$ cat config.mk
export PLATFORM = sky130hd
export DESIGN_NAME = lcd_hd44780_ctrl
export DESIGN_NICKNAME = d
export VERILOG_FILES = /design/src/rtl/lcd_hd44780_ctrl.sv
export SDC_FILE = /design/constraint.sdc
export NUM_CORES = 1
export LEC_CHECK = 0
export BUFFER_PORTS_ARGS = -buffer_cell sky130_fd_sc_hd__buf_2
export CORE_MARGIN = 8
export CORE_UTILIZATION = 40
export CTS_BUF_LIST = sky130_fd_sc_hd__clkbuf_2
export DETAILED_ROUTE_END_ITERATION = 8
export HOLD_SLACK_MARGIN = 0.15
export PLACE_DENSITY_LB_ADDON = 0.25
export SLEW_MARGIN = 20
export SYNTH_ARGS = -nofsm -noshare
export SYNTH_HDL_FRONTEND = slang
export SYNTH_SLANG_ARGS = --single-unit
$ cat constraint.sdc
create_clock -name i_clk -period 5.85 [get_ports i_clk]
set_input_delay 1.755 -clock i_clk [delete_from_list [all_inputs] [get_ports i_clk]]
set_output_delay 1.755 -clock i_clk [all_outputs]
set_load 0.005 [all_outputs]
$ cat src/rtl/lcd_hd44780_ctrl.sv
// -----------------------------------------------------------------------------
// lcd_hd44780_ctrl
//
// Timing engine for an HD44780-compatible character LCD. It drives the bus
// phases of each write: RS/DATA setup, EN pulse, hold, and the controller's
// execution wait. After reset it runs the power-on init sequence
// (0x38, 0x0C, 0x01, 0x06) without help from software. When init is complete,
// it accepts instruction or data bytes through a valid/ready handshake.
//
// Parameters (all counts in clk cycles, each >= 1):
//   T_PWR    power-on wait before the first init command
//   T_SETUP  RS/DATA valid before EN rises
//   T_PULSE  EN high width
//   T_HOLD   RS/DATA held after EN falls
//   T_CMD    execution wait after a normal command or data write
//   T_CLR    execution wait after clear/home (RS=0, data 0x01..0x03)
//
// Ports:
//   i_clk, i_reset   clock; synchronous active-high reset
//   i_cmd_vld        request valid
//   i_cmd_rs         0 = instruction, 1 = data
//   i_cmd_data       byte to send
//   o_cmd_rdy        high only while idle; a request is taken on vld & rdy
//   o_init_done      init sequence complete; sticky until reset
//   o_lcd_on         LCD power/backlight enable
//   o_lcd_en         LCD EN strobe
//   o_lcd_rs         LCD RS
//   o_lcd_rw         LCD R/W; tied to write
//   o_lcd_data       LCD DB7..DB0
//   o_io_lcd         packed status word: [31]=ON [10]=EN [9]=RS [8]=RW [7:0]=DATA
// -----------------------------------------------------------------------------
module lcd_hd44780_ctrl #(
  parameter int T_PWR   = 750000,
  parameter int T_SETUP = 2,
  parameter int T_PULSE = 12,
  parameter int T_HOLD  = 2,
  parameter int T_CMD   = 2000,
  parameter int T_CLR   = 82000
) (
  input  logic        i_clk,
  input  logic        i_reset,
  input  logic        i_cmd_vld,
  input  logic        i_cmd_rs,
  input  logic [7:0]  i_cmd_data,
  output logic        o_cmd_rdy,
  output logic        o_init_done,
  output logic        o_lcd_on,
  output logic        o_lcd_en,
  output logic        o_lcd_rs,
  output logic        o_lcd_rw,
  output logic [7:0]  o_lcd_data,
  output logic [31:0] o_io_lcd
);

  // The counter only ever holds (parameter - 1), so clog2 of the largest
  // parameter is enough.
  localparam int MAX_A = (T_PWR   > T_CLR)   ? T_PWR   : T_CLR;
  localparam int MAX_B = (T_SETUP > T_PULSE) ? T_SETUP : T_PULSE;
  localparam int MAX_C = (T_HOLD  > T_CMD)   ? T_HOLD  : T_CMD;
  localparam int MAX_D = (MAX_A   > MAX_B)   ? MAX_A   : MAX_B;
  localparam int MAX_P = (MAX_D   > MAX_C)   ? MAX_D   : MAX_C;
  localparam int CW    = (MAX_P > 1) ? $clog2(MAX_P) : 1;

  localparam logic [CW-1:0] C_PWR   = CW'(T_PWR - 1);
  localparam logic [CW-1:0] C_SETUP = CW'(T_SETUP - 1);
  localparam logic [CW-1:0] C_PULSE = CW'(T_PULSE - 1);
  localparam logic [CW-1:0] C_HOLD  = CW'(T_HOLD - 1);
  localparam logic [CW-1:0] C_CMD   = CW'(T_CMD - 1);
  localparam logic [CW-1:0] C_CLR   = CW'(T_CLR - 1);

  typedef enum logic [2:0] {
    PWR_WAIT = 3'd0,
    LOAD     = 3'd1,
    SETUP    = 3'd2,
    PULSE    = 3'd3,
    HOLD     = 3'd4,
    WAIT     = 3'd5,
    IDLE     = 3'd6
  } state_t;

  state_t        state_q, state_d;
  logic [CW-1:0] cnt_q, cnt_d;
  logic [1:0]    init_idx_q, init_idx_d;
  logic          init_done_q, init_done_d;
  logic          on_q, on_d;
  logic          en_q, en_d;
  logic          rs_q, rs_d;
  logic [7:0]    data_q, data_d;
  logic          rdy_q, rdy_d;

  logic          long_wait;
  logic [7:0]    init_byte;

  // Clear and home instructions need the long execution wait.
  assign long_wait = !rs_q && ((data_q == 8'h01) || (data_q == 8'h02) ||
                               (data_q == 8'h03));

  // Power-on init ROM: function set 8-bit/2-line, display on,
  // clear, entry mode increment.
  always_comb begin
    init_byte = 8'h38;
    case (init_idx_q)
      2'd0: init_byte = 8'h38;
      2'd1: init_byte = 8'h0C;
      2'd2: init_byte = 8'h01;
      2'd3: init_byte = 8'h06;
      default: init_byte = 8'h38;
    endcase
  end

  always_comb begin
    state_d     = state_q;
    cnt_d       = cnt_q;
    init_idx_d  = init_idx_q;
    init_done_d = init_done_q;
    on_d        = 1'b1;
    en_d        = en_q;
    rs_d        = rs_q;
    data_d      = data_q;
    rdy_d       = rdy_q;

    case (state_q)
      PWR_WAIT: begin
        if (cnt_q == '0) state_d = LOAD;
        else             cnt_d   = cnt_q - CW'(1);
      end

      LOAD: begin
        rs_d    = 1'b0;
        data_d  = init_byte;
        cnt_d   = C_SETUP;
        state_d = SETUP;
      end

      SETUP: begin
        if (cnt_q == '0) begin
          en_d    = 1'b1;
          cnt_d   = C_PULSE;
          state_d = PULSE;
        end else begin
          cnt_d = cnt_q - CW'(1);
        end
      end

      PULSE: begin
        if (cnt_q == '0) begin
          en_d    = 1'b0;
          cnt_d   = C_HOLD;
          state_d = HOLD;
        end else begin
          cnt_d = cnt_q - CW'(1);
        end
      end

      HOLD: begin
        if (cnt_q == '0) begin
          cnt_d   = long_wait ? C_CLR : C_CMD;
          state_d = WAIT;
        end else begin
          cnt_d = cnt_q - CW'(1);
        end
      end

      WAIT: begin
        if (cnt_q == '0) begin
          // During init, go on to the next ROM entry until the fourth entry is done.
          if (!init_done_q && (init_idx_q != 2'd3)) begin
            init_idx_d = init_idx_q + 2'd1;
            state_d    = LOAD;
          end else begin
            init_done_d = 1'b1;
            rdy_d       = 1'b1;
            state_d     = IDLE;
          end
        end else begin
          cnt_d = cnt_q - CW'(1);
        end
      end

      IDLE: begin
        if (i_cmd_vld && rdy_q) begin
          rs_d    = i_cmd_rs;
          data_d  = i_cmd_data;
          rdy_d   = 1'b0;
          cnt_d   = C_SETUP;
          state_d = SETUP;
        end
      end

      default: begin
        state_d = PWR_WAIT;
        cnt_d   = C_PWR;
        en_d    = 1'b0;
        rdy_d   = 1'b0;
      end
    endcase
  end

  always_ff @(posedge i_clk) begin
    if (i_reset) begin
      state_q     <= PWR_WAIT;
      cnt_q       <= C_PWR;
      init_idx_q  <= 2'd0;
      init_done_q <= 1'b0;
      on_q        <= 1'b0;
      en_q        <= 1'b0;
      rs_q        <= 1'b0;
      data_q      <= 8'h00;
      rdy_q       <= 1'b0;
    end else begin
      state_q     <= state_d;
      cnt_q       <= cnt_d;
      init_idx_q  <= init_idx_d;
      init_done_q <= init_done_d;
      on_q        <= on_d;
      en_q        <= en_d;
      rs_q        <= rs_d;
      data_q      <= data_d;
      rdy_q       <= rdy_d;
    end
  end

  assign o_cmd_rdy   = rdy_q;
  assign o_init_done = init_done_q;
  assign o_lcd_on    = on_q;
  assign o_lcd_en    = en_q;
  assign o_lcd_rs    = rs_q;
  assign o_lcd_rw    = 1'b0;
  assign o_lcd_data  = data_q;
  assign o_io_lcd    = {on_q, 20'b0, en_q, rs_q, 1'b0, data_q};

endmodule

==> reports/results.tsv <==
stage	metric	value	unit
setup_path	CP Class	reg -> reg	
die	I/O Pins	58	
finish	fin nets	350	
yosys	post-synthesis cell count	321	
setup_path	sequence of cells on the critical path	inv_1, ha_1, or4b_2, or4b_4, o21a_1, nand3_2, xor2_1, o21ai_1	
sta	Slew headroom	45.7	%
yosys	synth top area cells	dfxtp_1, buf_4, nand2_1	
detailed_routing	Vias/cell	5.59	
global_route	largest net degree at the start of global routing	27	
detailed_routing	first drt pass iteration count	4	
setup_path	CP Data Required Time	6.11	ns
cts	postcts setup bufs	0	
cts	clk root buf	clkbuf_2	
cts	Sink Count	38	
min_path	hold path startpoint	o_lcd_data[7]$_SDFFE_PP0P_	
sta	Final Hold Fails	0	
yosys	YS warnings	0	
yosys	Synth top cells by count	dfxtp_1, buf_4, nand2_1	
detailed_routing	Residual DRC	0	
die	Chip Height	95.5	microns
sta	setup TNS	0	ns
flow_run	max-cap violations	0	
cts	Num CTS Buffers	5	
cts	Clock Latency Late Sink	0.40	ns
setup_path	CP max FO	10	
global_route	number of global-route vias before repair	2023	
power_and_ir_drop	P per Cell Area	188	mW/mm^2
sta	Tcrit/Tclk final	47.7	%
power_and_ir_drop	Int Power	387	uW
yosys	area leader, netlist	dfxtp_1	
die	Rows	29	
setup_path	cell count along the critical path	8	
finish	fin util	42.2	%
setup_path	Critical Path Start Type	flip-flop	
cts	CTS clk-pin slew, worst paths	0.22	ns
sta	final setup fails	0	
sta	clk_skew	0.0235	ns
setup_path	Buf+Inv Stages, Crit Path	1	
detailed_routing	Wirelength per Cell	15.8	microns
setup_path	delay of the slowest critical-path stage	0.67	ns
min_path	worst hold path class	reg -> reg	
die	Chip Width	95.5	microns
power_and_ir_drop	Worst VDD drop	0.107	mV
sta	Final Critical Period	2.79	ns
yosys	post-synthesis register bit count	38	
detailed_routing	initial DRC count	216	
sta	RSZ-0062 raised after global routing	false	
outcome	status	finished, final reports clean	
yosys	ys async rst share	0	%
cts	PostCTS Resize Cnt	0	
placed_design	Final HPWL DP	4820	microns
yosys	Post-synth EDFFs	0	
sta	max-slew violation count	0	
power_and_ir_drop	Comb pwr share	4.5	%
die	total die area	0.00913	sq mm
yosys	most common cell in the synthesized netlist	dfxtp_1	
yosys	synthesized cell area	0.00253	sq mm
power_and_ir_drop	clock share of power	42.0	%
detailed_routing	final wirelength	6480	microns
cts	CTS tree	yes	
setup_path	CP startpoint	cnt_q[0]$_SDFFE_PP1P_	
yosys	register area share after synthesis	30.1	%
setup_path	Slowest-stage cell, CP	or4b_2	
power_and_ir_drop	P_sw	110	uW
global_route	total track usage	14.0	%
finish	layout cells sized above 1	16.5	%
yosys	Mapped Avg Cell Area	7.88	sq um
die	Initial Util	40.5	%
power_and_ir_drop	Sw Ratio	22.1	%
setup_path	R2R Path Start	cnt_q[0]$_SDFFE_PP1P_	
power_and_ir_drop	Sequential Power Share	53.5	%
yosys	top cell type's share of synthesized area	30.1	%
cts	Hold Buf Count CTS	0	
min_path	hold path depth	2	
die	core area	0.00624	sq mm
placed_design	GP Congestion	0.884	
yosys	Most used DFF post-synth	dfxtp_1	
finish	ANT cells	0	
cts	H-tree levels	2	
yosys	Netlist cell types	57	
setup_path	FF-to-FF path depth	8	
finish	Filler Cells Inserted	673	
sta	fmax	358	MHz
setup_path	cell family with most CP delay	simple AND/OR/NAND/NOR gates	
power_and_ir_drop	LEAKAGE	0.00104	uW
sta	Tightest Pin Transition	0.814	ns
global_route	total grt overflow	0	
setup_path	Crit path arrival time	3.05	ns
cts	CTS Buffer Depth	2	
detailed_routing	antenna viol nets, final	0	
global_route	initial antenna violation count	0	
global_route	first-pass GRT wire length	10200	microns
detailed_routing	via count	2296	
setup_path	crit end category	flip-flop	
placed_design	I/O Buffers	35	
finish	Layout area overhead	4.15	%
[final timing paths]
kind,slack [ns],endpoint
worst max-delay path,3.06,cnt_q[17]$_SDFFE_PP1P_
worst min-delay path,0.50,o_lcd_data[7]$_SDFFE_PP0P_
worst max register to register,3.06,cnt_q[17]$_SDFFE_PP1P_
worst min register to register,0.50,o_lcd_data[7]$_SDFFE_PP0P_
[metal layers]
metal	wire length (microns)	share of wire (%)	track usage, %
met3	540	8.3	3.07
met5	0	0	0
met2	2960	46	21.4
met4	117	1.8	5.25
met1	2860	44	18.7
[registers in the layout (all words and copies together) (netlist names)]
signal and flops:
state_q 3, init_idx_q 2, o_init_done 1, o_cmd_rdy 1, o_lcd_en 1, o_lcd_on 1, o_lcd_rs 1, o_lcd_data 8
cnt_q 20
[worst reg2reg max path: cells and delay by family, from the launching register on]
kind / cells / cell delay (ns)
AOI/OAI and AO/OA: 2 / 0.41
buffers and inverters: 1 / 0.07
adders and majority gates: 1 / 0.23
and+or+nand+nor: 3 / 1.38
xor gates and xnor gates: 1 / 0.16
DFF: 1 / 0.40
[power groups by stage]
stage | logic [uW] | clock network, uW | registers (uW)
after global placement | 21.6 | 0 | 270
after CTS | 21.8 | 218 | 266
after floorplan | 25.3 | 0 | 270
after global routing | 25.3 | 228 | 266
after detailed placement | 21.8 | 0 | 270
final | 22.5 | 209 | 265
[kinds of logic after synthesis]
group,after synthesis,synth area share (%)
multiplexers,1,0.396
AND/OR/NAND/NOR,132,28.4
adder cells (fa/ha/maj),5,2.47
XOR/XNOR,7,2.42
buffers and inverters,57,14.3
AO/OA/AOI/OAI,80,21.8
flip-flops,38,30.1
other,1,0.148
[area by class of cell]
cell class                      instances  area, sq um  share of cell area (%)
Timing Repair Buffer                   35          175                    6.65
Multi-Input combinational cell        247         1490                    56.4
Sequential cell                        38          761                    28.9
Clock buffer                            5         25.0                   0.950
Clock inverter                          3         68.8                    2.61
Inverter                                6         22.5                   0.855
Tap cell                               77         96.3                    3.66
[stage by stage]
| step | area [sq um] | setup slack, ns | power [uW] | hold WS (ns) | std cells |
|---|---|---|---|---|---|
| after detailed placement | 2540 | 2.70 | 292 | 0.472 | 403 |
| after global placement | 2540 | 2.72 | 292 | 0.462 | 403 |
| final | 2640 | 3.06 | 496 | 0.496 | 411 |
| after floorplan | 2610 | 3.13 | 295 | 0.444 | 342 |
| after CTS | 2640 | 3.04 | 506 | 0.497 | 411 |
| after global routing | 2640 | 2.93 | 519 | 0.521 | 411 |
[layout by cell type, fill, tap and decap left out, types with 5 or more instances in the layout]
cell	instances
ha_1	5
clkbuf_2	5
o21ai_0	15
nor3_1	12
conb_1	22
nand2_1	31
buf_2	35
a31oi_1	8
nand3_1	9
a21oi_1	19
o211ai_1	6
nor2_1	28
or4_1	6
inv_1	6
dfxtp_1	38
nor4_1	8
Note: power is estimated with default switching activity, not from simulation.
